--- config.mk ---
export PLATFORM = sky130hd
export DESIGN_NAME = decade_counter_4017
export DESIGN_NICKNAME = d
export VERILOG_FILES = /design/src/rtl/decade_counter_4017_pkg.sv /design/src/rtl/decade_counter_4017_johnson10_decode.sv /design/src/rtl/decade_counter_4017.sv
export SDC_FILE = /design/constraint.sdc
export NUM_CORES = 1
export LEC_CHECK = 0
export BUFFER_PORTS_ARGS = -buffer_cell sky130_fd_sc_hd__buf_2
export CAP_MARGIN = 30
export CORE_AREA = 2 2 39 41
export CTS_CLUSTER_DIAMETER = 50
export DETAILED_ROUTE_END_ITERATION = 10
export DIE_AREA = 0 0 41 43
export SLEW_MARGIN = 20
export SYNTH_ARGS = -nofsm -noshare
export SYNTH_HDL_FRONTEND = slang
export SYNTH_SLANG_ARGS = --single-unit
--- constraint.sdc ---
create_clock -name pin14 -period 1.38 [get_ports pin14]
set_input_delay 0.069 -clock pin14 [delete_from_list [all_inputs] [get_ports pin14]]
set_output_delay 0.069 -clock pin14 [all_outputs]
set_load 0.01 [all_outputs]
--- src/rtl/decade_counter_4017_pkg.sv ---
// Shared constants for the 74HC4017 Johnson decade counter: state width and
// the ten legal Johnson encodings, plus a legality helper.
package decade_counter_4017_pkg;

  localparam int unsigned J4017_W = 5;

  typedef enum logic [J4017_W-1:0] {
    J4017_C0 = 5'b00000,
    J4017_C1 = 5'b00001,
    J4017_C2 = 5'b00011,
    J4017_C3 = 5'b00111,
    J4017_C4 = 5'b01111,
    J4017_C5 = 5'b11111,
    J4017_C6 = 5'b11110,
    J4017_C7 = 5'b11100,
    J4017_C8 = 5'b11000,
    J4017_C9 = 5'b10000
  } j4017_e;

  function automatic logic j4017_legal(input logic [J4017_W-1:0] js);
    logic ok;
    ok = 1'b0;
    case (js)
      J4017_C0, J4017_C1, J4017_C2, J4017_C3, J4017_C4,
      J4017_C5, J4017_C6, J4017_C7, J4017_C8, J4017_C9: ok = 1'b1;
      default: ok = 1'b0;
    endcase
    return ok;
  endfunction

  function automatic logic [J4017_W-1:0] j4017_step(input logic [J4017_W-1:0] js);
    return {js[J4017_W-2:0], ~js[J4017_W-1]};
  endfunction

endpackage

--- src/rtl/decade_counter_4017_johnson10_decode.sv ---
// Johnson-state to 1-of-10 decoder with divide-by-10 carry; illegal states
// decode to all-zero Q outputs.
module johnson10_decode
  import decade_counter_4017_pkg::*;
(
  input  logic [J4017_W-1:0] js_i,
  output logic [9:0]         q_o,
  output logic               carry_o
);

  always_comb begin
    q_o = '0;
    case (js_i)
      J4017_C0: q_o[0] = 1'b1;
      J4017_C1: q_o[1] = 1'b1;
      J4017_C2: q_o[2] = 1'b1;
      J4017_C3: q_o[3] = 1'b1;
      J4017_C4: q_o[4] = 1'b1;
      J4017_C5: q_o[5] = 1'b1;
      J4017_C6: q_o[6] = 1'b1;
      J4017_C7: q_o[7] = 1'b1;
      J4017_C8: q_o[8] = 1'b1;
      J4017_C9: q_o[9] = 1'b1;
      default:  q_o = '0;
    endcase
  end

  assign carry_o = ~js_i[J4017_W-1];

endmodule

--- src/rtl/decade_counter_4017.sv ---
// Pin-level 74HC4017 Johnson decade counter. Define STRUCT74_4017_SELFCORRECT_EN
// to force any illegal Johnson state back to count 0 on the next clock.
module decade_counter_4017
  import decade_counter_4017_pkg::*;
(
  input  logic pin14,
  input  logic pin15,
  input  logic pin13,
  input  logic pin8,
  input  logic pin16,
  output logic pin3,
  output logic pin2,
  output logic pin4,
  output logic pin7,
  output logic pin10,
  output logic pin1,
  output logic pin5,
  output logic pin6,
  output logic pin9,
  output logic pin11,
  output logic pin12
);

  logic [J4017_W-1:0] js_q;
  logic [J4017_W-1:0] js_d;
  logic [9:0]         q;
  logic               carry;
  logic               supply_unused;

  assign supply_unused = pin8 ^ pin16;

  always_ff @(posedge pin14 or posedge pin15) begin
    if (pin15) js_q <= J4017_C0;
    else       js_q <= js_d;
  end

  always_comb begin
    js_d = js_q;
`ifdef STRUCT74_4017_SELFCORRECT_EN
    // Recovery bypasses the count enable so an illegal state never persists.
    if (!j4017_legal(js_q)) js_d = '0;
    else if (!pin13)        js_d = j4017_step(js_q);
`else
    if (!pin13) js_d = j4017_step(js_q);
`endif
  end

  johnson10_decode u_decode (
    .js_i    (js_q),
    .q_o     (q),
    .carry_o (carry)
  );

  assign pin3  = q[0];
  assign pin2  = q[1];
  assign pin4  = q[2];
  assign pin7  = q[3];
  assign pin10 = q[4];
  assign pin1  = q[5];
  assign pin5  = q[6];
  assign pin6  = q[7];
  assign pin9  = q[8];
  assign pin11 = q[9];
  assign pin12 = carry;

endmodule

==> metrics <==
Pre-antenna DRT Iters 2; cells taking the most area after synthesis sky130_fd_sc_hd__dfrtp_1 43%, sky130_fd_sc_hd__mux2_2 12%, sky130_fd_sc_hd__nor2_1 5.2%; worst endpoint required time 1.31 ns; final hold vios 0; worst-path fanout max 3; Int Pwr 498.2 uW; final WL 703 um; remaining design rule violation count 0; per-instance average area after synthesis 8.834 sq um; placed instance count 62; worst setup path category reg2out; number of buffers created by CTS 3; clock network latency to the later pin of the worst-skew pair 0.24 ns; max cap viols 0; Std-Cell Rows 14; end of the worst register-to-register path js_q[4]$_DFFE_PP0N_; switching fraction of total power 0.3393; number of failing setup endpoints in the final timing report 2; final setup skew 0.002854 ns; fraction of layout cells with a size suffix above 1 0.5789; Worst Reg2Reg Path Length in Cells 3; placed instance area 387.9 sq um; pin count of the biggest net entering global routing 9; post-route antenna net violation count 0; Rel. slew slack 0.8445; worst IR drop on VDD 0.4817 mV; Max Fclk 0.7178 GHz; Net count, final 63; global-route wire length before repair 1.007 mm; number of flip-flops and latches in the synthesized netlist 5; Floorplan Core Area 1384 sq um; design area 494.2 sq um; largest registers in the final layout js_q (5); Placement Setup Slack 0.1609 ns; post-synth top area share 0.4292; H-tree level count 1; path class of the lowest-slack min-delay path in2reg; flip-flop count of the largest register after layout 5; synthesized instance count 33; area of the mapped netlist 291.5 sq um; Fill cells 157; share of the cycle needed by the critical path after routing 1.009; DIE WIDTH 41 um; cell chosen for the clock root sky130_fd_sc_hd__clkbuf_4; element type at the critical path end output pin; via count of the first global-routing pass 267; number of vias in the routed layout 296; unique cell type count in the Yosys netlist 15; maximum buffer depth of the clock tree 2; combinational fraction of design power 0.487; number of pins exceeding their max-slew limit in the final report 0; GR Util All Layers 0.08889; iteration-0 DRC count of the detailed router 4; number of top-level pins 16; routed length per instance 9.630 um; total power density per cell area 1526 nW/um^2; diode insertion count for antenna repair 0; worst reg2reg path startpoint js_q[4]$_DFFE_PP0N_; critical path arrival 1.32 ns; clock network fraction of design power 0.216; Starting Density 0.2107; clock tree from TritonCTS built; overflow left after global routing 0; Reg power frac 0.298; Critical path destination pin9; clock period minus final worst setup slack 1.393 ns; crit path launch type register; syn nets 38; utilization after layout 0.3571; Setup TNS Final -0.01948 ns; post-layout instance count excluding filler cells 73; source of the critical timing path js_q[1]$_DFFE_PP0N_; number of warning messages in the yosys log 0; layout overhead on the synthesized area 69.53%; CTS Sinks 5; Biggest register js_q; post-synthesis cell type with the largest combined area sky130_fd_sc_hd__dfrtp_1; violated checks negative setup slack; status finished, violations left; cell leakage power 0.2533 nW; DPL Wire Length 480 um; final worst slack -0.01308 ns; I/O Buffers 13; Least-Margin Pin Slew 0.2315 ns; r2r setup slk 0.36 ns; sequential cell area fraction in the yosys report 0.4292; full die area 1763 sq um; Vias/cell 4.055; Net Sw Power 255.8 uW; chip height 43 um; antenna violations before repair 0; setup repair after global routing missed its margin true; gpl congestion 0.7040; Worst-path clk slew 0.04 ns
[Yosys cell counts]
master / instances
sky130_fd_sc_hd__and2_1: 2
sky130_fd_sc_hd__clkbuf_1: 3
sky130_fd_sc_hd__dfrtp_1: 5
sky130_fd_sc_hd__inv_1: 3
sky130_fd_sc_hd__mux2_2: 3
sky130_fd_sc_hd__nand2_1: 3
sky130_fd_sc_hd__nand3b_1: 1
sky130_fd_sc_hd__nand4_1: 1
sky130_fd_sc_hd__nor2_1: 4
sky130_fd_sc_hd__nor3_1: 2
sky130_fd_sc_hd__nor3b_1: 1
sky130_fd_sc_hd__nor3b_2: 1
sky130_fd_sc_hd__nor4_1: 1
sky130_fd_sc_hd__o21ai_0: 2
sky130_fd_sc_hd__or3b_4: 1
[power by group through the flow]
stage,logic (mW),registers [mW],clock network (mW)
floorplan,0.159,0.220,0
global placement,0.244,0.226,0
detailed placement,0.247,0.227,0
CTS,0.317,0.214,0.171
global route,0.403,0.227,0.185
finish,0.367,0.224,0.163
[cell families (layout without fill, tap and decap cells)]
logic type	count (synthesis)	after routing	synth area share
AO/OA/AOI/OAI	2	2	0.03434
buffers and inverters	6	30	0.07725
flip-flops	5	5	0.4292
multiplexers	3	3	0.1159
AND/OR/NAND/NOR	17	17	0.3434
[final cells by class]
type / instances / area, sq um / area share
clock buffers: 4 / 26.28 / 0.05316
repair buffers: 23 / 142.6 / 0.2886
well taps: 16 / 20.02 / 0.04051
inverters: 3 / 11.26 / 0.02278
flip-flops and latches: 5 / 125.1 / 0.2532
multi-input cells: 22 / 168.9 / 0.3418
[metrics by stage]
stage	total power, mW	hold WS, ns
floorplan	0.3784	-0.1525
global placement	0.4697	-0.02990
detailed placement	0.4748	-0.02192
CTS	0.7018	0.1164
global route	0.8155	0.1279
finish	0.7540	0.1214
[worst max-delay path, stage by stage, from the launching register on]
cell,delay (ns)
sky130_fd_sc_hd__dfrtp_1,0.38
sky130_fd_sc_hd__or3b_4,0.40
sky130_fd_sc_hd__nor3b_2,0.16
sky130_fd_sc_hd__buf_2,0.15
[how the worst min path moves through the flow]
| stage | cells past startpoint | slack (ns) | to | start |
|---|---|---|---|---|
| floorplan | 1 | -0.15 | js_q[0]$_DFFE_PP0N_ | pin15 |
| global placement | 2 | -0.03 | js_q[4]$_DFFE_PP0N_ | pin15 |
| detailed placement | 2 | -0.02 | js_q[4]$_DFFE_PP0N_ | pin15 |
| CTS | 2 | 0.12 | js_q[1]$_DFFE_PP0N_ | pin13 |
| global route | 2 | 0.13 | js_q[1]$_DFFE_PP0N_ | pin13 |
| finish | 2 | 0.12 | js_q[1]$_DFFE_PP0N_ | pin13 |
[layer usage]
metal,share of wire,track usage
met1,0.42,0.08852
met2,0.52,0.1344
met3,0.041,0.03141
met4,0.014,0.08000
met5,0,0
[placed cells by master (no fill, tap or decap)]
cell type | netlist | layout
sky130_fd_sc_hd__o21ai_0 | 2 | 2
sky130_fd_sc_hd__nand2_1 | 3 | 3
sky130_fd_sc_hd__inv_1 | 3 | 3
sky130_fd_sc_hd__nor3_2 | 0 | 1
sky130_fd_sc_hd__dlygate4sd3_1 | 0 | 1
sky130_fd_sc_hd__nand4_1 | 1 | 1
sky130_fd_sc_hd__nor2_1 | 4 | 4
sky130_fd_sc_hd__dfrtp_1 | 5 | 5
sky130_fd_sc_hd__clkbuf_4 | 0 | 3
sky130_fd_sc_hd__or3b_4 | 1 | 1
sky130_fd_sc_hd__nor3b_2 | 1 | 2
sky130_fd_sc_hd__and2_1 | 2 | 2
sky130_fd_sc_hd__nand3b_1 | 1 | 1
sky130_fd_sc_hd__nor4_4 | 0 | 1
sky130_fd_sc_hd__clkbuf_1 | 3 | 1
sky130_fd_sc_hd__nor3_1 | 2 | 1
sky130_fd_sc_hd__buf_4 | 0 | 9
sky130_fd_sc_hd__buf_2 | 0 | 13
sky130_fd_sc_hd__mux2_2 | 3 | 3
[repair_timing]
action,in CTS,in global routing
setup buffers,4,2
pin swaps,1,2
hold buffers,1,0
endpoints found under the hold margin,5,0
endpoints found under the setup margin,4,7
resized for setup,2,2
gates cloned,0,0
Power figures use the tool's default switching activity.
